`config.mk`:
```
export PLATFORM = sky130hd
export DESIGN_NAME = jtframe_sdram_resp
export DESIGN_NICKNAME = d
export VERILOG_FILES = /design/src/rtl/jtframe_sdram_resp.sv
export SDC_FILE = /design/constraint.sdc
export NUM_CORES = 1
export LEC_CHECK = 0
export ABC_AREA = 1
export BUFFER_PORTS_ARGS = -buffer_cell sky130_fd_sc_hd__buf_2
export CAP_MARGIN = 40
export CORE_UTILIZATION = 45
export DETAILED_ROUTE_END_ITERATION = 8
export PLACE_DENSITY = 0.74
export SLEW_MARGIN = 20
export SYNTH_ARGS = -nofsm -noshare
export SYNTH_HDL_FRONTEND = slang
export SYNTH_SLANG_ARGS = --single-unit
```
`constraint.sdc`:
```
create_clock -name clk -period 1.8 [get_ports clk]
set_input_delay 0.45 -clock clk [delete_from_list [all_inputs] [get_ports clk]]
set_output_delay 0.45 -clock clk [all_outputs]
set_load 0.02 [all_outputs]
```
`src/rtl/jtframe_sdram_resp.sv`:
```
// SDRAM request arbiter: turns 32-bit game reads, byte-wide download writes and
// periodic refresh into single-word transactions on a one-request memory port.
module jtframe_sdram_resp #(
    parameter int REFRESH_CNT = 390
) (
    input  logic        clk,
    input  logic        rst_n,
    input  logic        downloading,
    input  logic        sdram_req,
    input  logic [21:0] sdram_addr,
    output logic        sdram_ack,
    output logic        data_rdy,
    output logic [31:0] data_read,
    input  logic        refresh_en,
    input  logic        prog_we,
    input  logic [21:0] prog_addr,
    input  logic [7:0]  prog_data,
    input  logic [1:0]  prog_mask,
    output logic        prog_ack,
    output logic        mem_req,
    output logic        mem_we,
    output logic        mem_refresh,
    output logic [21:0] mem_addr,
    output logic [15:0] mem_din,
    output logic [1:0]  mem_dqm,
    input  logic        mem_ok,
    input  logic [15:0] mem_dout
);

    localparam int CW = (REFRESH_CNT > 1) ? $clog2(REFRESH_CNT) : 1;
    localparam logic [CW-1:0] CNT_RELOAD = CW'(REFRESH_CNT - 1);

    typedef enum logic [2:0] {IDLE, RD_LO, RD_HI, WR, REF} state_t;

    state_t        state_q, state_d;
    logic [CW-1:0] refCnt_q, refCnt_d;
    logic          pend_q, pend_d;
    logic [21:0]   rdAddr_q, rdAddr_d;
    logic          sdramAck_q, sdramAck_d;
    logic          dataRdy_q, dataRdy_d;
    logic          progAck_q, progAck_d;
    logic [31:0]   dataRead_q, dataRead_d;
    logic          memReq_q, memReq_d;
    logic          memWe_q, memWe_d;
    logic          memRefresh_q, memRefresh_d;
    logic [21:0]   memAddr_q, memAddr_d;
    logic [15:0]   memDin_q, memDin_d;
    logic [1:0]    memDqm_q, memDqm_d;
    logic          memDone;

    // mem_ok only counts while a request is outstanding
    assign memDone = memReq_q & mem_ok;

    always_comb begin
        state_d      = state_q;
        refCnt_d     = (refCnt_q == '0) ? CNT_RELOAD : refCnt_q - CW'(1);
        pend_d       = pend_q;
        rdAddr_d     = rdAddr_q;
        sdramAck_d   = 1'b0;
        dataRdy_d    = 1'b0;
        progAck_d    = 1'b0;
        dataRead_d   = dataRead_q;
        memReq_d     = memReq_q;
        memWe_d      = memWe_q;
        memRefresh_d = memRefresh_q;
        memAddr_d    = memAddr_q;
        memDin_d     = memDin_q;
        memDqm_d     = memDqm_q;

        if (state_q == REF && memDone) pend_d = 1'b0;
        if (refCnt_q == '0)            pend_d = 1'b1;

        case (state_q)
            IDLE: begin
                if (prog_we) begin
                    state_d      = WR;
                    memReq_d     = 1'b1;
                    memWe_d      = 1'b1;
                    memRefresh_d = 1'b0;
                    memAddr_d    = prog_addr;
                    memDin_d     = {prog_data, prog_data};
                    memDqm_d     = prog_mask;
                end else if (pend_q && (refresh_en || downloading)) begin
                    state_d      = REF;
                    memReq_d     = 1'b1;
                    memWe_d      = 1'b0;
                    memRefresh_d = 1'b1;
                end else if (sdram_req && !downloading) begin
                    state_d      = RD_LO;
                    sdramAck_d   = 1'b1;
                    rdAddr_d     = sdram_addr;
                    memReq_d     = 1'b1;
                    memWe_d      = 1'b0;
                    memRefresh_d = 1'b0;
                    memAddr_d    = sdram_addr;
                    memDqm_d     = 2'b00;
                end
            end
            RD_LO: begin
                if (memDone) begin
                    dataRead_d[15:0] = mem_dout;
                    memReq_d         = 1'b0;
                    state_d          = RD_HI;
                end
            end
            RD_HI: begin
                // Request dropped for one cycle after RD_LO; re-raise for the upper word
                if (!memReq_q) begin
                    memReq_d  = 1'b1;
                    memAddr_d = rdAddr_q + 22'd1;
                end else if (mem_ok) begin
                    dataRead_d[31:16] = mem_dout;
                    memReq_d          = 1'b0;
                    dataRdy_d         = 1'b1;
                    state_d           = IDLE;
                end
            end
            WR: begin
                if (memDone) begin
                    memReq_d  = 1'b0;
                    memWe_d   = 1'b0;
                    progAck_d = 1'b1;
                    state_d   = IDLE;
                end
            end
            REF: begin
                if (memDone) begin
                    memReq_d     = 1'b0;
                    memRefresh_d = 1'b0;
                    state_d      = IDLE;
                end
            end
            default: state_d = IDLE;
        endcase
    end

    always_ff @(posedge clk or negedge rst_n) begin
        if (!rst_n) begin
            state_q      <= IDLE;
            refCnt_q     <= CNT_RELOAD;
            pend_q       <= 1'b0;
            rdAddr_q     <= '0;
            sdramAck_q   <= 1'b0;
            dataRdy_q    <= 1'b0;
            progAck_q    <= 1'b0;
            dataRead_q   <= '0;
            memReq_q     <= 1'b0;
            memWe_q      <= 1'b0;
            memRefresh_q <= 1'b0;
            memAddr_q    <= '0;
            memDin_q     <= '0;
            memDqm_q     <= 2'b11;
        end else begin
            state_q      <= state_d;
            refCnt_q     <= refCnt_d;
            pend_q       <= pend_d;
            rdAddr_q     <= rdAddr_d;
            sdramAck_q   <= sdramAck_d;
            dataRdy_q    <= dataRdy_d;
            progAck_q    <= progAck_d;
            dataRead_q   <= dataRead_d;
            memReq_q     <= memReq_d;
            memWe_q      <= memWe_d;
            memRefresh_q <= memRefresh_d;
            memAddr_q    <= memAddr_d;
            memDin_q     <= memDin_d;
            memDqm_q     <= memDqm_d;
        end
    end

    assign sdram_ack   = sdramAck_q;
    assign data_rdy    = dataRdy_q;
    assign prog_ack    = progAck_q;
    assign data_read   = dataRead_q;
    assign mem_req     = memReq_q;
    assign mem_we      = memWe_q;
    assign mem_refresh = memRefresh_q;
    assign mem_addr    = memAddr_q;
    assign mem_din     = memDin_q;
    assign mem_dqm     = memDqm_q;

endmodule

```
==> flow_metrics.tcl <==
set metrics [dict create \
    outcome "finished clean" \
    ys_ff_latch 105 \
    p_int_mw 3.92 \
    finClkSkew_ps 10.7 \
    final_nets 880 \
    hp-class "in2reg" \
    finalCriticalPeriod_ps 1650 \
    start_util_pct 46.8 \
    dieWidth_um 109 \
    timing.fmax_ghz 0.606 \
    grt_max_degree 40 \
    critical_path_class "reg2reg" \
    die-area_um2 11900 \
    worstSkewPairLatency_ps 360 \
    rsz0062_at_grt "false" \
    syn2layout_area_growth_pct 24.3 \
    slew_violations 0 \
    critPathArrivalTime_ps 1950 \
    drive_gt1_share_pct 25.6 \
    wl_per_cell_um 13.4 \
    place_inst 929 \
    critPathCaptureType "register" \
    core_area_um2 11000 \
    syn-num-nets 732 \
    seq_area_frac_synth_pct 51.0 \
    peakVddDrop_uv 494 \
    synth_flop_cell "dfrtp_1" \
    r2r_cells 7 \
    diodes 0 \
    critPathRequiredTime_ps 2100 \
    hold_viol_final 0 \
    cts_tree "built" \
    reg2reg_to "mem_addr[4]$_DFFE_PN0P_" \
    crit_path_end "mem_addr[4]$_DFFE_PN0P_" \
    yosys.area.top_type "dfrtp_1" \
    final.fill_count 982 \
    yosysMostFrequentCell "nand2_1" \
    setup_tns_ps 0 \
    io_buffers 154 \
    whs_ps 300 \
    netlist_area_um2 5160 \
    crit_fanout 25 \
    ios 155 \
    p_sw_share_pct 22.0 \
    grt_usage_pct 22.7 \
    powerDensity_nw_per_um2 784 \
    netlist_instances 653 \
    grt_pass1_vias 4556 \
    wl_mm 12.7 \
    grt_pass1_wl_mm 20.8 \
    die_y_um 109 \
    reg2reg_from "state_q[0]$_DFFE_PN0P_" \
    tightest_slew_ps 456 \
    relSlewSlack_pct 69.6 \
    num_vias 4709 \
    clk_pin_slew_ps 70 \
    worstSetupStartpoint "state_q[0]$_DFFE_PN0P_" \
    dpl.hpwl_mm 9.15 \
    combinationalPowerShare_pct 6.8 \
    rows 38 \
    p_clk_share_pct 45.2 \
    cts_sinks 105 \
    synth-edff-count 0 \
    ctsLongestPathBuffers 2 \
    htreeDepth 3 \
    root_buffer "clkbuf_16" \
    hp-start "prog_data[4]" \
    yosysWarnings 0 \
    synth-async-reset-ratio_pct 100 \
    first_pass_iters 5 \
    setup_viol 0 \
    post-route-period-util_pct 91.6 \
    netlist_top_cells_count "nand2_1 (216), dfrtp_1 (99), o21ai_0 (70), inv_1 (64), nor2_1 (56)" \
    place.gp.congestion 0.848 \
    drv_cap 0 \
    syn_avg_cell_area_um2 7.91 \
    p_leak_nw 3.51 \
    route.detailed.drc 0 \
    drt_iter0_drc 265 \
    seqPwrFrac_pct 48.0 \
    synth_top_area_share_pct 48.0 \
    cp-start-kind "register" \
    antenna_found_initial 0 \
    synthDistinctLibCells 31 \
    netSwitchingPower_mw 1.11 \
    instances_no_fill 946 \
    ant_nets 0 \
    via_per_inst 4.98 \
    synth.area.top_cells "dfrtp_1 (48%), nand2_1 (16%), o21ai_0 (6.8%)" \
    reg2reg_slack_ps 150 \
    grt_overflow 0 \
    numCtsBuffers 9 \
]
routing by layer:
metal	share of wire (%)	track usage, %
met1	43	28.4
met3	6.7	4.72
met2	49	38.6
met4	1.3	8.30
met5	0	0
critical path, cell delays in order (launching register included):
cell     delay [ps]
dfrtp_1         430
inv_1           140
nand3_2         160
inv_2           390
o21ai_0         160
o22ai_1         180
nand2_1          70
nand2_1          60
power by group through the flow:
stage / sequential [mW] / combinational (mW) / clock (mW)
after global routing: 2.42 / 0.391 / 2.39
after detailed placement: 2.46 / 0.344 / 0
after floorplan: 2.47 / 0.141 / 0
after CTS: 2.41 / 0.349 / 2.31
final: 2.41 / 0.343 / 2.28
after global placement: 2.46 / 0.338 / 0
how the worst min path moves through the flow:
stage                                         end  slack [ps]  cells past startpoint
final                     mem_din[12]$_DFFE_PN0P_         300                      3
after detailed placement  rdAddr_q[2]$_DFFE_PN0P_         350                      1
after CTS                 mem_din[12]$_DFFE_PN0P_         290                      3
after global routing      mem_din[12]$_DFFE_PN0P_         310                      3
after global placement    rdAddr_q[2]$_DFFE_PN0P_         350                      1
after floorplan                data_rdy$_DFF_PN0_         150                      0
layout by cell type (no fill, tap or decap), types with 3 or more instances in the layout:
master     instances
nand4_1            3
bufinv_16          3
nand2_1          216
buf_12             3
nand2_4            3
inv_1             64
buf_4             10
o21ai_1            9
inv_2              6
dfrtp_1           99
nor3_1             5
nand3_1           24
a21oi_1           22
nor2_2             3
nor2_4             3
o21ai_0           70
xor2_1             5
nor2_1            55
clkbuf_16          9
dfstp_2            6
xnor2_1           10
buf_2            153
o211ai_1           7
cell families (layout without fill, tap and decap cells):
group / count (synthesis) / after routing / share of synthesized area [%]
and+or+nand+nor: 315 / 315 / 25.2
AOI/OAI and AO/OA: 115 / 115 / 11.9
DFF: 105 / 105 / 51.0
buffers and inverters: 100 / 253 / 8.58
xor gates and xnor gates: 15 / 15 / 2.54
adders and majority gates: 2 / 2 / 0.485
muxes: 1 / 1 / 0.194
final cells by class:
cell class	count	area [um^2]	area share, %
Sequential cell	105	2640	41.1
Multi-Input combinational cell	448	2090	32.5
Timing Repair Buffer	167	911	14.2
Inverter	70	263	4.10
Clock buffer	11	243	3.78
Tap cell	140	175	2.73
Clock inverter	5	103	1.60
through the flow:
step | cell area [um^2] | setup slack, ps | power [mW] | utilization (%)
after detailed placement | 6060 | 70.5 | 2.80 | 54.9
after CTS | 6410 | 117 | 5.08 | 58.1
after floorplan | 5160 | 359 | 2.61 | -
after global routing | 6420 | 17.0 | 5.20 | 58.2
after global placement | 6060 | 97.4 | 2.79 | 54.9
final | 6420 | 151 | 5.03 | 58.2
timing repair:
item	in CTS	in global routing
buffers inserted	0	0
endpoints found under the setup margin	0	3
resized for setup	0	1
hold endpoints to repair	15	0
hold buffers	1	0
registers in the layout (all words and copies together) (netlist names):
register / count
pend_q: 1
mem_req: 1
state_q: 3
mem_din: 8
sdram_ack: 1
mem_addr: 22
refCnt_q: 9
rdAddr_q: 22
mem_we: 1
data_read: 32
prog_ack: 1
data_rdy: 1
mem_refresh: 1
mem_dqm: 2
Note: power is estimated with default switching activity, not from simulation.
